## src/rtl/piso_right_tx.sv

```systemverilog
// piso_right_tx
//   Parallel-in / serial-out transmitter. A DW-bit word is accepted with a
//   valid/ready handshake and shifted out LSB first, one bit per enb-qualified
//   clock edge. A one-cycle DONE state closes each frame and pulses done_o.
//
//   Optional feature: define PISO_TX_PARITY_EN to append one even-parity bit
//   (XOR of the loaded word) after the data bits, held for one enb-qualified
//   bit period.
//
// Parameters
//   DW       payload width in bits (2..32)
// Ports
//   clk      rising-edge clock
//   rst      asynchronous active-low reset
//   enb      bit strobe; the serial state only advances when enb=1
//   data_i   parallel word, sampled only at the handshake edge
//   valid_i  data_i is valid
//   ready_o  block is idle and can accept a word
//   out      serial output, LSB first, 0 when not shifting
//   busy_o   a frame is in progress (SHIFT, PARITY or DONE)
//   done_o   one-cycle frame-complete pulse

module piso_right_tx #(
  parameter int DW = 4
) (
  input  logic          clk,
  input  logic          rst,
  input  logic          enb,
  input  logic [DW-1:0] data_i,
  input  logic          valid_i,
  output logic          ready_o,
  output logic          out,
  output logic          busy_o,
  output logic          done_o
);

  localparam int CW = $clog2(DW);
  localparam logic [CW-1:0] LAST_BIT = CW'(DW - 1);

`ifdef PISO_TX_PARITY_EN
  typedef enum logic [1:0] {
    IDLE   = 2'd0,
    SHIFT  = 2'd1,
    PARITY = 2'd2,
    DONE   = 2'd3
  } state_t;
`else
  typedef enum logic [1:0] {
    IDLE  = 2'd0,
    SHIFT = 2'd1,
    DONE  = 2'd3
  } state_t;
`endif

  state_t        state_q, state_d;
  logic [DW-1:0] shift_q, shift_d;
  logic [CW-1:0] cnt_q,   cnt_d;
`ifdef PISO_TX_PARITY_EN
  logic          parity_q, parity_d;
`endif

  // State, shift register and bit counter. Reset returns to an empty IDLE,
  // which also forces out to 0 since out is decoded from the state.
  always_ff @(posedge clk or negedge rst) begin
    if (!rst) begin
      state_q <= IDLE;
      shift_q <= '0;
      cnt_q   <= '0;
`ifdef PISO_TX_PARITY_EN
      parity_q <= 1'b0;
`endif
    end else begin
      state_q <= state_d;
      shift_q <= shift_d;
      cnt_q   <= cnt_d;
`ifdef PISO_TX_PARITY_EN
      parity_q <= parity_d;
`endif
    end
  end

  // Next-state and output decode. Everything holds unless a handshake
  // happens in IDLE or enb qualifies an edge in SHIFT/PARITY; DONE always
  // lasts exactly one cycle.
  always_comb begin
    state_d = state_q;
    shift_d = shift_q;
    cnt_d   = cnt_q;
`ifdef PISO_TX_PARITY_EN
    parity_d = parity_q;
`endif
    ready_o = 1'b0;
    busy_o  = 1'b0;
    done_o  = 1'b0;
    out     = 1'b0;

    case (state_q)
      IDLE: begin
        ready_o = 1'b1;
        if (valid_i) begin
          shift_d = data_i;
          cnt_d   = '0;
`ifdef PISO_TX_PARITY_EN
          // Parity is captured from the loaded word, since the shift
          // register is consumed as the frame goes out.
          parity_d = ^data_i;
`endif
          state_d = SHIFT;
        end
      end

      SHIFT: begin
        busy_o = 1'b1;
        out    = shift_q[0];
        if (enb) begin
          shift_d = {1'b0, shift_q[DW-1:1]};
          // The counter stops at the last bit index instead of wrapping.
          if (cnt_q == LAST_BIT) begin
`ifdef PISO_TX_PARITY_EN
            state_d = PARITY;
`else
            state_d = DONE;
`endif
          end else begin
            cnt_d = cnt_q + CW'(1);
          end
        end
      end

`ifdef PISO_TX_PARITY_EN
      PARITY: begin
        busy_o = 1'b1;
        out    = parity_q;
        if (enb) begin
          state_d = DONE;
        end
      end
`endif

      DONE: begin
        busy_o  = 1'b1;
        done_o  = 1'b1;
        state_d = IDLE;
      end

      default: begin
        state_d = IDLE;
      end
    endcase
  end

endmodule

```

## config.mk

```make
export PLATFORM = sky130hd
export DESIGN_NAME = piso_right_tx
export DESIGN_NICKNAME = d
export VERILOG_FILES = /design/src/rtl/piso_right_tx.sv
export SDC_FILE = /design/constraint.sdc
export NUM_CORES = 1
export LEC_CHECK = 0
export BUFFER_PORTS_ARGS = -buffer_cell sky130_fd_sc_hd__buf_2
export CORE_AREA = 8 8 45 47
export CTS_BUF_LIST = sky130_fd_sc_hd__clkbuf_4 sky130_fd_sc_hd__clkbuf_8
export DETAILED_ROUTE_END_ITERATION = 10
export DIE_AREA = 0 0 53 55
export GPL_TIMING_DRIVEN = 0
export PLACE_DENSITY_LB_ADDON = 0.3
export RECOVER_POWER = 50
export SLEW_MARGIN = 20
export SYNTH_ARGS = -nofsm -noshare
export SYNTH_HDL_FRONTEND = slang
export SYNTH_SLANG_ARGS = --single-unit
```

## constraint.sdc

```tcl
create_clock -name clk -period 1.6 [get_ports clk]
set_input_delay 0.32 -clock clk [delete_from_list [all_inputs] [get_ports clk]]
set_output_delay 0.32 -clock clk [all_outputs]
set_load 0.005 [all_outputs]
```

==> results of run 1 <==
==> layout make-up <==
type,instances,area [sq um],share of cell area (%)
inverters,2,7.507,1.342
multi-input cells,28,224.0,40.04
plain buffers,3,21.27,3.803
clock buffers,3,22.52,4.027
well taps,16,20.02,3.579
repair buffers,12,63.81,11.41
flip-flops and latches,8,200.2,35.79
==> layer usage <==
layer | global-route usage, % | part of all wire (%)
met5 | 0 | 0
met1 | 8.217 | 52
met4 | 7.759 | 0
met3 | 2.139 | 5.0
met2 | 9.961 | 43
==> sequential cells by signal, summed over array words and instances (netlist names) <==
name	flops
state_q	2
shift_q	4
cnt_q	2
==> worst max-delay path by stage <==
| stage | cells after the start | from | to |
|---|---|---|---|
| 2_1_floorplan | 4 | state_q[0]$_DFFE_PN0P_ | shift_q[0]$_DFFE_PN0P_ |
| 3_3_place_gp | 4 | state_q[0]$_DFFE_PN0P_ | shift_q[0]$_DFFE_PN0P_ |
| 3_5_place_dp | 4 | state_q[0]$_DFFE_PN0P_ | shift_q[1]$_DFFE_PN0P_ |
| 4_1_cts | 4 | state_q[0]$_DFFE_PN0P_ | out |
| 5_1_grt | 4 | state_q[0]$_DFFE_PN0P_ | out |
| 6_report | 4 | state_q[0]$_DFFE_PN0P_ | out |
==> layout by cell type (no fill, tap or decap) <==
cell type / Yosys / layout
a21oi_1: 3 / 3
and2_1: 2 / 2
mux2_4: 3 / 3
nor2b_1: 1 / 1
clkbuf_1: 0 / 1
nor2b_4: 1 / 1
nand2_1: 1 / 1
inv_1: 2 / 2
dlygate4sd3_1: 0 / 1
buf_6: 1 / 1
mux2_2: 3 / 3
nor4bb_1: 1 / 1
mux2i_1: 1 / 1
a2bb2oi_1: 1 / 1
buf_2: 2 / 12
clkbuf_4: 0 / 3
o21ai_0: 6 / 6
nor4b_1: 1 / 1
nor2_1: 2 / 2
dfrtp_1: 8 / 8
and3_1: 1 / 1
ha_1: 1 / 1
==> worst min-delay path, delay by kind of cell <==
kind | cells | cell delay [ps]
AOI/OAI and AO/OA | 1 | 70
buffers and inverters | 2 | 180
==> timing repair <==
item,CTS,global route
hold buffers,1,0
hold endpoints to repair,8,0
setup buffers,0,0
==> power breakdown <==
group	internal [mW]	switching, mW	total (mW)
logic	0.266	0.186	0.452
registers	0.278	0.0512	0.329
clock network	0.0853	0.0614	0.147
total	0.629	0.298	0.927
==> cells by family after synthesis <==
| kind of cell | after synthesis |
|---|---|
| AO/OA/AOI/OAI | 10 |
| AND/OR/NAND/NOR | 10 |
| flip-flops | 8 |
| multiplexers | 7 |
| buffers and inverters | 5 |
| adder cells (fa/ha/maj) | 1 |
==> stage by stage <==
step | cells | total power [mW] | worst slack (ps) | utilization, % | hold WS [ps]
2_1_floorplan | 41 | 0.6751 | 310.0 | - | 24.41
3_3_place_gp | 68 | 0.7761 | 181.1 | 38.16 | 171.1
3_5_place_dp | 68 | 0.7839 | 188.2 | 38.16 | 171.7
4_1_cts | 72 | 0.9423 | 101.1 | 40.51 | 345.9
5_1_grt | 72 | 1.009 | 54.34 | 40.42 | 378.6
6_report | 72 | 0.9272 | 130.1 | 40.42 | 367.4
==> summary.txt, run 1 <==
status - completed
xor/xnor share of the synthesized area - 0%
crit path kind - flip-flop to output port
synthesized area - 452.9 sq um
max_cap viols - 0
slowest stage delay, CP - 330 ps
DRT iter0 DRCs - 4
yosys warns - 0
WL/cell - 11.88 um
DP Wirelength - 657.1 um
Slew HR - 72.25%
largest net degree at the start of global routing - 11
slack of the worst reg-to-reg path - 180 ps
Die Span Y - 55 um
antenna violations before repair - 0
area grow syn2layout - 23.48%
Max VDD drop - 0.0005733 V
clk_lat worst skew - 250 ps
Slew @ Worst Pin - 416.2 ps
Crit. End Element - output port
placed inst area - 528.0 sq um
Synth Flop Type - dfrtp_1
complex-gate fraction of the synthesized area - 11.88%
most frequent cell after synthesis - dfrtp_1
cell taking the most area after synthesis - dfrtp_1
Leak - 0.3020 nW
post-CTS resize count - 0
final clock skew - 0.6424 ps
synth cell count leaders - dfrtp_1 (8), o21ai_0 (6), a21oi_1 (3), mux2_2 (3), mux2_4 (3)
fmax - 680.3 MHz
setup TNS - 0 ps
Post-Syn Area per Cell - 11.05 sq um
R2R Path Start - state_q[0]$_DFFE_PN0P_
Period minus WS final - 1470 ps
FFs w/ async S/R, synth - 100.0%
Cell Chain, Critical Path - buf_6, nor2b_4, and2_1, buf_2
RSZ-0062 raised after global routing - no
Worst path slowest cell - dfrtp_1
CTS tree - done
Via density - 4.556
Power per Cell Area - 1658 nW/um^2
filler instances - 139
period utilisation layout - 91.87%
row count - 14
Global Route Usage Sum - 7.155%
Final nets - 67
CP required - 1280 ps
Worst Reg-to-Reg Cells - 4
Slew Viols, Final - 0
first-pass GRT wire length - 1518 um
synth top area cells - dfrtp_1 (44%), mux2_4 (9.9%), mux2_2 (7.5%), o21ai_0 (6.6%), a21oi_1 (3.3%)
post-synthesis simple-gate area fraction - 15.19%
H-tree levels - 1
initial core utilization - 32.73%
post-route cell area - 559.3 sq um
core footprint - 1384 sq um
via count - 328
share of the synthesized area in the top cell type - 44.20%
Die X - 53 um
main combinational cell family by area after synthesis - multiplexers
post-route DRC violation count - 0
fraction of layout cells with a size suffix above 1 - 41.07%
routability congestion estimate - 0.6854
final wirelength - 855 um
number of synthesized flops with an enable pin - 0
CTS Buf Count - 3
Detailed Routing Iterations Pass 1 - 4
Ports - 12
Clock Tree Root - clkbuf_4
Synth cell types - 19
CP top delay family - simple AND/OR/NAND/NOR gates
total grt overflow - 0
adder-cell area share of the yosys netlist - 2.762%
DIE AREA - 2915 sq um
Ant. Diodes - 0
hold depth - 3
# setup viols final - 0
Buf/Inv on CP - 2
Hold Path Class - input pin to flip-flop
vias in the first global route - 366
Worst Hold Path EP - state_q[0]$_DFFE_PN0P_
sequential fraction of the synthesis area - 44.20%
# port buffers - 11
Seq cells post-synth - 8
CTS Buffer Depth - 2
Fin. Hold Viols - 0
CP max FO - 9
Startpoint Class - flip-flop
mux contribution to synthesized area - 19.61%
hold_sp - valid_i
FF-to-FF End - shift_q[1]$_DFFE_PN0P_
Synth Net Count - 50
post-route ant nets - 0
Clock transition at path regs - 50 ps
clock sink count - 8
Arr. time, crit path - 1150 ps
Mapped Cells - 41
Note: power is estimated with default switching activity, not from simulation.
==> run 2, diff against run 1 <==
ABC_AREA = 1   (was unset)
==> run 2 against run 1 <==
Net effect:
- global-route usage rose by 0.87 points
- via count rose by 26%
- largest cell class unchanged
- non-clock buffer count fell by 1
- critical endpoint unchanged
- largest power group unchanged
==> summary.txt, run 2 <==
CTS Buf Count - 3 (unchanged)
yosys warns - 0 (unchanged)
clock sink count - 8 (unchanged)
Max VDD drop - 0.0007468 V (was 0.0005733 V)
Seq cells post-synth - 8 (unchanged)
routability congestion estimate - 0.7473 (was 0.6854)
CTS tree - done (unchanged)
FFs w/ async S/R, synth - 100.0% (unchanged)
Period minus WS final - 1420 ps (was 1470 ps)
total grt overflow - 0 (unchanged)
most common cell after layout, fill and taps aside - nand2_1 (was buf_2)
CTS Buffer Depth - 2 (unchanged)
Global Route Usage Sum - 8.026% (was 7.155%)
post-route cell area - 554.3 sq um (was 559.3 sq um)
fraction of layout cells with a size suffix above 1 - 26.67% (was 41.07%)
Arr. time, crit path - 1100 ps (was 1150 ps)
synthesized area - 449.2 sq um (was 452.9 sq um)
Clock Tree Root - clkbuf_4 (unchanged)
final wirelength - 987 um (was 855 um)
Power per Cell Area - 1840 nW/um^2 (was 1658 nW/um^2)
period utilisation layout - 88.76% (was 91.87%)
Startpoint Class - flip-flop (unchanged)
Synth Flop Type - dfrtp_1 (unchanged)
Synth Net Count - 69 (was 50)
Slew @ Worst Pin - 470.6 ps (was 416.2 ps)
R2R Path Start - state_q[0]$_DFFE_PN0P_ (unchanged)
DP Wirelength - 768.1 um (was 657.1 um)
Clock transition at path regs - 60 ps (was 50 ps)
largest net degree at the start of global routing - 11 (unchanged)
most frequent cells in the layout - nand2_1 (22), buf_2 (10), dfrtp_1 (8) (was buf_2 (12), dfrtp_1 (8), o21ai_0 (6))
Post-CTS Setup Bufs - 0 (unchanged)
row count - 14 (unchanged)
Synth cell types - 17 (was 19)
Final nets - 86 (was 67)
Post-Syn Area per Cell - 7.486 sq um (was 11.05 sq um)
first-pass GRT wire length - 1662 um (was 1518 um)
Crit. End Element - output port (unchanged)
placed inst area - 524.3 sq um (was 528.0 sq um)
Die Span Y - 55 um (unchanged)
RSZ-0062 raised after global routing - no (unchanged)
register with the most flip-flops - shift_q (unchanged)
FF-to-FF End - shift_q[0]$_DFFE_PN0P_ (was shift_q[1]$_DFFE_PN0P_)
Worst Setup EP - out (unchanged)
post-route ant nets - 0 (unchanged)
synth top area cells - dfrtp_1 (45%), nand2_1 (18%), nand3_1 (5.6%), inv_1 (5.0%), nor2_1 (3.3%) (was dfrtp_1 (44%), mux2_4 (9.9%), mux2_2 (7.5%), o21ai_0 (6.6%), a21oi_1 (3.3%))
share of the synthesized area in the top cell type - 44.57% (was 44.20%)
post-route DRC violation count - 0 (unchanged)
Fin. Hold Viols - 0 (unchanged)
via count - 413 (was 328)
number of synthesized flops with an enable pin - 0 (unchanged)
Slew Viols, Final - 0 (unchanged)
Hold Path Class - input pin to flip-flop (unchanged)
initial core utilization - 32.46% (was 32.73%)
H-tree levels - 1 (unchanged)
Detailed Routing Iterations Pass 1 - 2 (was 4)
setup TNS - 0 ps (unchanged)
slack of the worst reg-to-reg path - 280 ps (was 180 ps)
sequential fraction of the synthesis area - 44.57% (was 44.20%)
antenna violations before repair - 0 (unchanged)
Slew HR - 68.30% (was 72.25%)
WL/cell - 10.85 um (was 11.88 um)
Leak - 0.3109 nW (was 0.3020 nW)
Ports - 12 (unchanged)
fmax - 704.1 MHz (was 680.3 MHz)
Mapped Cells - 60 (was 41)
# setup viols final - 0 (unchanged)
Ant. Diodes - 0 (unchanged)
CP max FO - 8 (was 9)
hold_sp - data_i[3] (was valid_i)
DRT iter0 DRCs - 4 (unchanged)
max_cap viols - 0 (unchanged)
clk_lat worst skew - 250 ps (about the same)
synth cell count leaders - nand2_1 (21), dfrtp_1 (8), inv_1 (6), nand3_1 (5), nor2_1 (4) (was dfrtp_1 (8), o21ai_0 (6), a21oi_1 (3), mux2_2 (3), mux2_4 (3))
cell taking the most area after synthesis - dfrtp_1 (unchanged)
Die X - 53 um (unchanged)
vias in the first global route - 374 (was 366)
CP required - 1280 ps (about the same)
status - completed (unchanged)
crit path kind - flip-flop to output port (unchanged)
Worst Setup SP - state_q[1]$_DFFE_PN0P_ (was state_q[0]$_DFFE_PN0P_)
most frequent cell after synthesis - nand2_1 (was dfrtp_1)
Worst Reg-to-Reg Cells - 6 (was 4)
max reg flops - 4 (unchanged)
core footprint - 1384 sq um (unchanged)
DIE AREA - 2915 sq um (unchanged)
area grow syn2layout - 23.40% (was 23.48%)
final clock skew - 8.677 ps (was 0.6424 ps)
Via density - 4.538 (was 4.556)
# port buffers - 11 (unchanged)
Top Registers - shift_q x4, cnt_q x2, state_q x2 (unchanged)
## run 2: repair_timing
action	in CTS	in global routing
hold endpoints to repair	8	0
endpoints found under the setup margin	0	1
hold buffers	1	0
gates resized for setup	0	1
## run 2: metrics by stage
step                      hold WS [ps]  utilization, %  instances  power, mW  setup WS [ps]
after floorplan                  24.41               -         60     0.7430          489.9
after global placement           175.7           37.88         87     0.8713          386.4
after detailed placement         178.7           37.88         87     0.8811          386.1
after CTS                        329.7           40.24         91      1.042          104.9
after global routing             342.5           40.05         91      1.126          47.14
final                            328.5           40.05         91      1.020          179.8
## run 2: worst min-delay path by stage
stage / end / slack (ps) / cells past startpoint
5_1_grt: shift_q[3]$_DFFE_PN0P_ / 340 / 3
2_1_floorplan: cnt_q[0]$_DFFE_PN0P_ / 20 / 0
3_3_place_gp: shift_q[2]$_DFFE_PN0P_ / 180 / 1
3_5_place_dp: shift_q[2]$_DFFE_PN0P_ / 180 / 1
6_report: shift_q[3]$_DFFE_PN0P_ / 330 / 3
4_1_cts: shift_q[3]$_DFFE_PN0P_ / 330 / 3
## run 2: metal layers
layer | vias up | track usage [%] | routed length, um | share of wire, %
met2 | 8 | 13.48 | 492 | 50
met1 | 187 | 7.728 | 406 | 41
li1 | 218 | - | - | -
met4 | 0 | 2.586 | 0 | 0
met3 | 0 | 5.615 | 88 | 8.9
met5 | - | 0 | 0 | 0
## run 2: kinds of logic (layout without fill, tap and decap cells)
group | count (synthesis) | count (layout) | synth area share [%]
simple gates | 37 | 37 | 37.32
compound gates | 4 | 4 | 5.290
fa+ha+maj | 1 | 1 | 2.785
buf+inv | 10 | 25 | 10.03
flops | 8 | 8 | 44.57
## run 2: power by group
group / total [mW] / internal [mW] / leakage (nW) / switching, mW
registers: 0.327 / 0.283 / 0.102 / 0.0439
logic: 0.541 / 0.215 / 0.195 / 0.326
clock network: 0.151 / 0.0856 / 0.0138 / 0.0657
## run 2: critical path, cell delays in order, from the launching register on
cell and delay [ps]:
dfrtp_1 420, inv_2 130, nand2_4 90, nor2_1 90, buf_2 120
## run 2: layout make-up
type,instances,area [sq um]
buffer,2,15.01
fill,147,829.5
multi-input combinational,42,202.7
sequential,8,200.2
timing repair buffer,12,63.81
clock buffer,3,22.52
tap,16,20.02
inverter,8,30.03
==> run 3, diff against run 2 <==
clock period = 1.72 ns   (was 1.6 ns; I/O delays follow)
==> run 3 against run 2 <==
Net effect:
- worst setup slack better by 61 ps
- sequential share of layout area grew 0.33 points
- wire length shrank 0.51%
- non-clock buffer count unchanged
- register-to-register slack better by 130 ps
- clock power shrank 7%
- sequential cell count is the same
- critical path type unchanged
- critical endpoint unchanged
- largest cell class is now flip-flops and latches
==> summary.txt, run 3 (synthesis gave the netlist of run 2 again) <==
Leak - 0.3099 nW (was 0.3109 nW)
logic gate share of total power - 52.6% (was 53.1%)
Top Registers - shift_q x4, cnt_q x2, state_q x2 (unchanged)
CTS Buffer Depth - 2 (unchanged)
CTS Buf Count - 3 (unchanged)
register with the most flip-flops - shift_q (unchanged)
Die X - 53 um (unchanged)
final wirelength - 982 um (was 987 um)
Startpoint Class - flip-flop (unchanged)
Period minus WS final - 1479 ps
post-CTS resize count - 0 (unchanged)
placed inst area - 524.3 sq um (unchanged)
area grow syn2layout - 22.28% (was 23.40%)
Fin. Hold Viols - 0 (unchanged)
WL/cell - 10.79 um (was 10.85 um)
Arr. time, crit path - 1140 ps (was 1100 ps)
Slew HR - 68.30% (about the same)
first-pass GRT wire length - 1662 um (unchanged)
antenna violations before repair - 0 (unchanged)
CP max FO - 8 (unchanged)
via count - 409 (was 413)
Sw Share - 42.62% (was 42.74%)
fmax - 676.0 MHz
CP required - 1380 ps (was 1280 ps)
vias in the first global route - 374 (unchanged)
Clock transition at path regs - 60 ps (about the same)
H-tree levels - 1 (unchanged)
Ports - 12 (unchanged)
Final nets - 86 (unchanged)
Slew Viols, Final - 0 (unchanged)
Max VDD drop - 0.0006864 V (was 0.0007468 V)
Die Span Y - 55 um (unchanged)
total grt overflow - 0 (unchanged)
Slew @ Worst Pin - 470.5 ps (was 470.6 ps)
Clock Tree Root - clkbuf_4 (unchanged)
total chip power - 0.9362 mW (was 1.020 mW)
max_cap viols - 0 (unchanged)
DP Wirelength - 768.1 um (unchanged)
initial core utilization - 32.46% (unchanged)
Post-CTS Setup Bufs - 0 (unchanged)
# port buffers - 11 (unchanged)
Global Route Usage Sum - 8.026% (unchanged)
final clock skew - 8.448 ps (was 8.677 ps)
routability congestion estimate - 0.7473 (unchanged)
Detailed Routing Iterations Pass 1 - 2 (unchanged)
internal power - 0.5372 mW (was 0.5838 mW)
core footprint - 1384 sq um (unchanged)
pre-CTS setup slack - 482.1 ps (was 386.1 ps)
row count - 14 (unchanged)
post-route ant nets - 0 (unchanged)
RSZ-0062 raised after global routing - no (unchanged)
clock network power share - 14.9% (was 14.8%)
Power per Cell Area - 1704 nW/um^2 (was 1840 nW/um^2)
DRT iter0 DRCs - 5 (was 4)
fraction of layout cells with a size suffix above 1 - 26.67% (unchanged)
# setup viols final - 0 (unchanged)
CTS Hold Bufs - 1 (unchanged)
Worst Reg-to-Reg Cells - 6 (unchanged)
Sequential Power Share - 32.5% (was 32.1%)
Hold Path Class - input pin to flip-flop (unchanged)
largest net degree at the start of global routing - 11 (unchanged)
max reg flops - 4 (unchanged)
clk_lat worst skew - 250 ps (about the same)
hold depth - 3 (unchanged)
DIE AREA - 2915 sq um (unchanged)
Via density - 4.495 (was 4.538)
status - completed (unchanged)
clock sink count - 8 (unchanged)
Ant. Diodes - 0 (unchanged)
post-route cell area - 549.3 sq um (was 554.3 sq um)
Net Sw Power - 0.3990 mW (was 0.4359 mW)
Final WS setup - 240.6 ps (was 179.8 ps)
crit path kind - flip-flop to output port (unchanged)
CTS tree - done (unchanged)
most common cell after layout, fill and taps aside - nand2_1 (unchanged)
final core occ - 39.69% (was 40.05%)
most frequent cells in the layout - nand2_1 (22), buf_2 (10), dfrtp_1 (8) (unchanged)
Crit. End Element - output port (unchanged)
setup TNS - 0 ps (unchanged)
post-route DRC violation count - 0 (unchanged)
period utilisation layout - 86.01%
==> run 3: cell count changes in the layout (fill, tap and decap cells not counted) <==
| cell | delta |
|---|---|
| nand2_2 | +1 |
| nand2_4 | -1 |
==> run 3: area by class of cell <==
cell class              count  area (sq um)
fillers                   147         834.6
multi-input cells          42         197.7
repair buffers             12         63.81
flip-flops and latches      8         200.2
plain buffers               2         15.01
clock buffers               3         22.52
inverters                   8         30.03
well taps                  16         20.02
==> run 3: worst max-delay path, stage by stage (launching register included) <==
cell and delay [ps]:
dfrtp_1 420, inv_2 110, nand2_2 120, nor2_1 110, buf_2 120
==> run 3: final timing paths <==
kind,slack (ps),startpoint,end
max,240,state_q[1]$_DFFE_PN0P_,out
min,360,data_i[3],shift_q[3]$_DFFE_PN0P_
max reg2reg,410,state_q[0]$_DFFE_PN0P_,shift_q[1]$_DFFE_PN0P_
min reg2reg,470,shift_q[2]$_DFFE_PN0P_,shift_q[2]$_DFFE_PN0P_
max in group asynchronous,830,rst,cnt_q[1]$_DFFE_PN0P_
min in group asynchronous,560,rst,shift_q[3]$_DFFE_PN0P_
==> run 3: power by group through the flow <==
stage	registers (mW)	logic [mW]	clock network (mW)
after CTS	0.305	0.516	0.148
after floorplan	0.299	0.392	0
after global placement	0.305	0.505	0
final	0.304	0.492	0.140
after global routing	0.311	0.567	0.157
after detailed placement	0.309	0.511	0
==> run 3: layer usage <==
metal	global-route usage (%)	up-vias	part of all wire, %
met5	0	-	0
met3	5.615	0	8.8
met4	2.586	0	0
met1	7.728	183	42
met2	13.48	8	49
li1	-	218	-
==> run 3: metrics by stage <==
| stage | hold WS [ps] | instances |
|---|---|---|
| finish | 357.2 | 91 |
| global route | 366.5 | 91 |
| CTS | 353.7 | 91 |
| detailed placement | 202.7 | 87 |
| global placement | 199.7 | 87 |
| floorplan | 48.41 | 60 |
